## src/rtl/zero_in_channel.sv

```systemverilog
// ----------------------------------------------------------------------------
// zero_in_channel
//
// Input-channel responder for the zero machine. A host fills a circular buffer
// of NIn words while the channel is in LOAD. It then seals the channel, and
// the machine reads the words back in load order with single-cycle `in`
// requests. Once every loaded word has been popped, the channel sits in DONE.
// In DONE, every further request is answered as an underflow.
//
// Ports
//   clock         system clock; all state updates on the rising edge
//   reset         asynchronous, active-high reset
//   load_valid    host offers load_data this cycle
//   load_data     word to append to the channel
//   load_ready    channel can accept a word this cycle (combinational)
//   seal          host closes loading; the channel moves to SERVE, or to DONE
//                 if it is empty
//   in_req        machine `in` instruction: pop one word (one pulse per pop)
//   in_valid      one-cycle response pulse, one cycle after in_req
//   in_data       last popped word; holds its value between pops
//   in_underflow  qualifies in_valid: the pop found the channel empty
//   in_size       words still unread (the inSize value), registered
//   state         0 = LOAD, 1 = SERVE, 2 = DONE
//   drained       high while in DONE
// ----------------------------------------------------------------------------
module zero_in_channel #(
    parameter int MemoryElementWidth = 12,
    parameter int NIn                = 3,
    parameter int CountWidth         = 12
) (
    input  logic                          clock,
    input  logic                          reset,
    input  logic                          load_valid,
    input  logic [MemoryElementWidth-1:0] load_data,
    output logic                          load_ready,
    input  logic                          seal,
    input  logic                          in_req,
    output logic                          in_valid,
    output logic [MemoryElementWidth-1:0] in_data,
    output logic                          in_underflow,
    output logic [CountWidth-1:0]         in_size,
    output logic [1:0]                    state,
    output logic                          drained
);

    typedef enum logic [1:0] {
        ST_LOAD  = 2'd0,
        ST_SERVE = 2'd1,
        ST_DONE  = 2'd2
    } state_e;

    localparam int PtrWidth = (NIn > 1) ? $clog2(NIn) : 1;

    state_e                        state_q, state_d;
    logic [PtrWidth-1:0]           wr_ptr_q, wr_ptr_d;
    logic [PtrWidth-1:0]           rd_ptr_q, rd_ptr_d;
    logic [CountWidth-1:0]         count_q, count_d;
    logic                          in_valid_q, in_valid_d;
    logic                          in_underflow_q, in_underflow_d;
    logic [MemoryElementWidth-1:0] in_data_q, in_data_d;

    // Storage is deliberately left out of reset: the contents survive a reset,
    // and only the pointers and the count are cleared.
    logic [MemoryElementWidth-1:0] mem [NIn];

    logic accept;
    logic pop;

    // Pointer increment with a wrap at NIn-1, so NIn does not have to be a
    // power of two.
    function automatic logic [PtrWidth-1:0] ptr_inc(input logic [PtrWidth-1:0] p);
        return (p == PtrWidth'(NIn - 1)) ? '0 : p + 1'b1;
    endfunction

    assign load_ready = (state_q == ST_LOAD) && (count_q < CountWidth'(NIn));
    assign accept     = load_valid && load_ready;
    // SERVE is entered only with count > 0 and is left when count reaches 0.
    // The count guard here is a safety net.
    assign pop        = (state_q == ST_SERVE) && in_req && (count_q != '0);

    always_comb begin
        state_d        = state_q;
        wr_ptr_d       = wr_ptr_q;
        rd_ptr_d       = rd_ptr_q;
        count_d        = count_q;
        in_data_d      = in_data_q;
        in_valid_d     = 1'b0;
        in_underflow_d = 1'b0;

        case (state_q)
            ST_LOAD: begin
                if (accept) begin
                    wr_ptr_d = ptr_inc(wr_ptr_q);
                    count_d  = count_q + 1'b1;
                end
                // The seal decision uses the count after this edge's load, so
                // a word offered on the same edge as seal is kept.
                if (seal)
                    state_d = (count_d == '0) ? ST_DONE : ST_SERVE;
            end
            ST_SERVE: begin
                if (pop) begin
                    in_valid_d = 1'b1;
                    in_data_d  = mem[rd_ptr_q];
                    rd_ptr_d   = ptr_inc(rd_ptr_q);
                    count_d    = count_q - 1'b1;
                    if (count_d == '0)
                        state_d = ST_DONE;
                end
            end
            ST_DONE: begin
                // An empty channel answers with underflow and leaves in_data
                // untouched, so the machine's `in` acts as a no-op.
                if (in_req) begin
                    in_valid_d     = 1'b1;
                    in_underflow_d = 1'b1;
                end
            end
            default: state_d = ST_LOAD;
        endcase
    end

    always_ff @(posedge clock or posedge reset) begin
        if (reset) begin
            state_q        <= ST_LOAD;
            wr_ptr_q       <= '0;
            rd_ptr_q       <= '0;
            count_q        <= '0;
            in_valid_q     <= 1'b0;
            in_underflow_q <= 1'b0;
            in_data_q      <= '0;
        end else begin
            state_q        <= state_d;
            wr_ptr_q       <= wr_ptr_d;
            rd_ptr_q       <= rd_ptr_d;
            count_q        <= count_d;
            in_valid_q     <= in_valid_d;
            in_underflow_q <= in_underflow_d;
            in_data_q      <= in_data_d;
        end
    end

    always_ff @(posedge clock) begin
        if (accept)
            mem[wr_ptr_q] <= load_data;
    end

    assign in_valid     = in_valid_q;
    assign in_underflow = in_underflow_q;
    assign in_data      = in_data_q;
    assign in_size      = count_q;
    assign state        = state_q;
    assign drained      = (state_q == ST_DONE);

endmodule

```

## config.mk

```make
export PLATFORM = sky130hd
export DESIGN_NAME = zero_in_channel
export DESIGN_NICKNAME = d
export VERILOG_FILES = /design/src/rtl/zero_in_channel.sv
export SDC_FILE = /design/constraint.sdc
export NUM_CORES = 1
export LEC_CHECK = 0
export ABC_AREA = 0
export CORE_UTILIZATION = 46
export DETAILED_ROUTE_END_ITERATION = 10
export PLACE_DENSITY = 0.7
export SLEW_MARGIN = 20
export SYNTH_ARGS = -nofsm -noshare
export SYNTH_HDL_FRONTEND = slang
export SYNTH_SLANG_ARGS = --single-unit
```

## constraint.sdc

```tcl
create_clock -name clock -period 6.3 [get_ports clock]
set_input_delay 0.63 -clock clock [delete_from_list [all_inputs] [get_ports clock]]
set_output_delay 0.63 -clock clock [all_outputs]
set_load 0.05 [all_outputs]
```

==> flow_metrics.py <==
metrics = {
    "status": {
        "outcome": "complete, no violations",
    },
    "synth": {
        "synth.area.mux_share_pct": 5.15,
        "synth-seq-cells": 68,
        "synth_xor_area_share_pct": 3.84,
        "synth_area_per_cell_um2": 12.2,
        "synth_cell_types": 41,
        "yosys.area_share.simple_pct": 13.2,
        "synthAdderAreaFrac_pct": 2.96,
        "synth_nets": 267,
        "syn_area_um2": 2960,
        "synthCells": 243,
        "synth_top_family_by_area": "simple AND/OR/NAND/NOR gates",
        "synth-compound-area-share_pct": 8.91,
        "synth_seq_area_share_pct": 63.5,
        "synth_warnings": 0,
    },
    "critical_path": {
        "critPathSlowestCell": "clkdlybuf4s50_1",
        "critical_path_class": "reg2out",
        "cp_data_required_time_ps": 5670,
        "path_delay_family": "buffers and inverters",
        "end_kind": "primary output",
        "cp.buffers_inverters": 1,
        "arrival_ps": 2370,
        "path_cells": "nor4_2 -> nand3_1 -> nor3_1 -> clkdlybuf4s50_1",
        "start_kind": "flip-flop",
        "cp_slowest_stage_delay_ps": 820,
        "cp_max_fo": 7,
    },
    "timing": {
        "drv_slew": 0,
        "rsz0062_at_grt": "no",
        "setup_viol": 0,
        "worst_pin_slew_ps": 830,
        "setup_ws_ps": 3300,
        "fmax_mhz": 334,
        "finalCritPeriodShare_pct": 47.6,
        "finalCriticalPeriod_ps": 3000,
        "finClkSkew_ps": 11.0,
        "hold_viol": 0,
        "holdWs_ps": 491,
        "finalSetupTns_ps": 0,
        "worst_slew_margin_rel_pct": 44.7,
    },
    "die": {
        "ioPinCount": 47,
        "fp.dieArea_um2": 6760,
        "die_w_um": 82.2,
        "die_h_um": 82.2,
        "initial_utilization_pct": 48.9,
        "rows": 28,
        "fp.coreArea_um2": 6060,
    },
    "global_route": {
        "antenna_found_initial": 0,
        "grt_use_total_pct": 18.7,
        "first_global_vias": 1827,
        "grt_max_degree": 33,
        "grt_first_pass_wirelength_um": 8990,
        "gr-total-overflow": 0,
    },
    "power": {
        "p_sw_share_pct": 45.0,
        "power_density_nw_per_um2": 526,
        "p_seq_share_pct": 36.0,
        "intPower_mw": 1.08,
        "combPwrFrac_pct": 44.8,
        "pwr-share-clk_pct": 19.2,
        "p_switching_uw": 884,
        "leakage_nw": 1.47,
        "irDropWorstVdd_mv": 0.294,
    },
    "clock_tree": {
        "numCtsBuffers": 9,
        "cts_tree": "done",
        "insertion_delay_ps": 340,
        "max-clock-path-buffers": 2,
        "cts.htree.levels": 3,
        "cts.hold.buffers_added": 0,
        "cts_root_buffer": "clkbuf_8",
        "cts_sinks": 68,
        "cts_resized": 0,
        "cts.clk_slew.worst_paths_ps": 80,
        "cts_setup_buffers": 0,
    },
    "cells_and_area": {
        "fin_cells": 374,
        "diodes": 0,
        "fin_nets": 318,
        "area_delta_synth_final_pct": 26.2,
        "drive_gt1_share_pct": 9.70,
        "layout_common_cells": "clkdlybuf4s50_1, edfxtp_1, dfrtp_1",
        "nFillCells": 510,
        "final_common_cell": "clkdlybuf4s50_1",
    },
    "drt": {
        "wl_met1_um": 2520,
        "vias": 2009,
        "dr_wl_met2_um": 2890,
        "wl_met3_um": 248,
        "drc": 0,
        "wl_per_cell_um": 15.4,
        "top_layer_used": "met4",
        "vias_per_cell": 5.37,
        "drt-initial-drc-count": 93,
        "dr.pass1.iters": 4,
        "ant_nets": 0,
        "wl_um": 5770,
    },
    "place": {
        "dp_cells": 358,
        "portBuffers": 46,
        "post-place-ws_ps": 3280,
        "dp_hpwl_um": 3870,
        "gp_congestion": 0.880,
    },
    "job": {
        "maxCapViolCount": 0,
    },
    "hold_path": {
        "hold_class": "reg2reg",
    },
}
-- stage by stage --
| stage | util [%] | instance area (um^2) | total power, mW |
|---|---|---|---|
| floorplan | - | 2960 | 1.31 |
| global placement | 57.9 | 3510 | 1.58 |
| detailed placement | 57.9 | 3510 | 1.59 |
| CTS | 61.3 | 3720 | 1.97 |
| global route | 61.6 | 3740 | 2.07 |
| finish | 61.6 | 3740 | 1.96 |
-- per-layer routing --
| metal | up-vias | GRT usage, % |
|---|---|---|
| met5 | - | 0 |
| met4 | 0 | 9.47 |
| met3 | 12 | 4.40 |
| met2 | 68 | 28.8 |
| met1 | 965 | 24.6 |
| li1 | 964 | - |
-- power by group through the flow --
stage | clock [mW] | sequential, mW | combinational (mW)
2_1_floorplan | 0 | 0.942 | 0.371
3_3_place_gp | 0 | 0.710 | 0.866
3_5_place_dp | 0 | 0.715 | 0.876
4_1_cts | 0.380 | 0.706 | 0.881
5_1_grt | 0.403 | 0.729 | 0.941
6_report | 0.377 | 0.708 | 0.879
-- synth_stat cells (all sizes together) --
| cell type | instances | area (um^2) |
|---|---|---|
| a21o | 2 | 15.0 |
| a21oi | 15 | 75.1 |
| a311oi | 1 | 8.76 |
| a31oi | 2 | 12.5 |
| and2 | 2 | 12.5 |
| and3b | 1 | 8.76 |
| buf | 4 | 21.3 |
| clkbuf | 4 | 15.0 |
| dfrtp | 32 | 801 |
| edfxtp | 36 | 1080 |
| ha | 7 | 87.6 |
| inv | 9 | 33.8 |
| mux2 | 2 | 22.5 |
| mux2i | 13 | 130 |
| nand2 | 24 | 90.1 |
| nand3 | 1 | 5.00 |
| nand3b | 1 | 7.51 |
| nand4 | 2 | 12.5 |
| nand4b | 1 | 8.76 |
| nor2 | 23 | 86.3 |
| nor2b | 2 | 12.5 |
| nor3 | 7 | 40.0 |
| nor3b | 5 | 37.5 |
| nor4 | 2 | 25.0 |
| o211a | 1 | 10.0 |
| o211ai | 2 | 20.0 |
| o21a | 1 | 7.51 |
| o21ai | 20 | 100 |
| o31ai | 2 | 15.0 |
| or2 | 1 | 6.26 |
| or3 | 5 | 38.8 |
| xnor2 | 10 | 87.6 |
| xor2 | 3 | 26.3 |
-- path summary, 6_finish.rpt --
check	slack, ps	cells after the start	endpoint	start
hold reg to reg	490	2	in_data[7]$_DFFE_PP0P_	in_data[7]$_DFFE_PP0P_
min in group asynchronous	680	3	in_data[4]$_DFFE_PP0P_	reset
max in group asynchronous	5310	3	wr_ptr_q[0]$_DFFE_PP0P_	reset
setup reg to reg	3540	7	state[0]$_DFFE_PP0P_	in_size[5]$_DFFE_PP0P_
hold / removal	490	2	in_data[7]$_DFFE_PP0P_	in_data[7]$_DFFE_PP0P_
setup / recovery	3300	4	load_ready	in_size[5]$_DFFE_PP0P_
-- area by class of cell --
| type | count | area [um^2] | area share [%] |
|---|---|---|---|
| clock buffers | 9 | 124 | 3.32 |
| clock inverters | 7 | 83.8 | 2.24 |
| inverters | 9 | 33.8 | 0.904 |
| multi-input cells | 158 | 1040 | 27.9 |
| flip-flops and latches | 68 | 1880 | 50.4 |
| well taps | 75 | 93.8 | 2.51 |
| repair buffers | 48 | 475 | 12.7 |
-- cell families after synthesis --
logic type                 count (synthesis)
buffers and inverters                     17
adders and majority gates                  7
and+or+nand+nor                           77
muxes                                     15
AOI/OAI and AO/OA                         46
DFF                                       68
xor gates and xnor gates                  13
-- flip-flops by register name, indices dropped and copies added (netlist names) --
register	cells
in_data	12
in_size	12
in_underflow	1
in_valid	1
mem	36
rd_ptr_q	2
state	2
wr_ptr_q	2
-- worst min-delay path, cell delays in order, from the launching register on --
cell and delay [ps]:
dfrtp_1 350, nand2_1 50, o21ai_0 60
(Power assumes the default switching activity.)
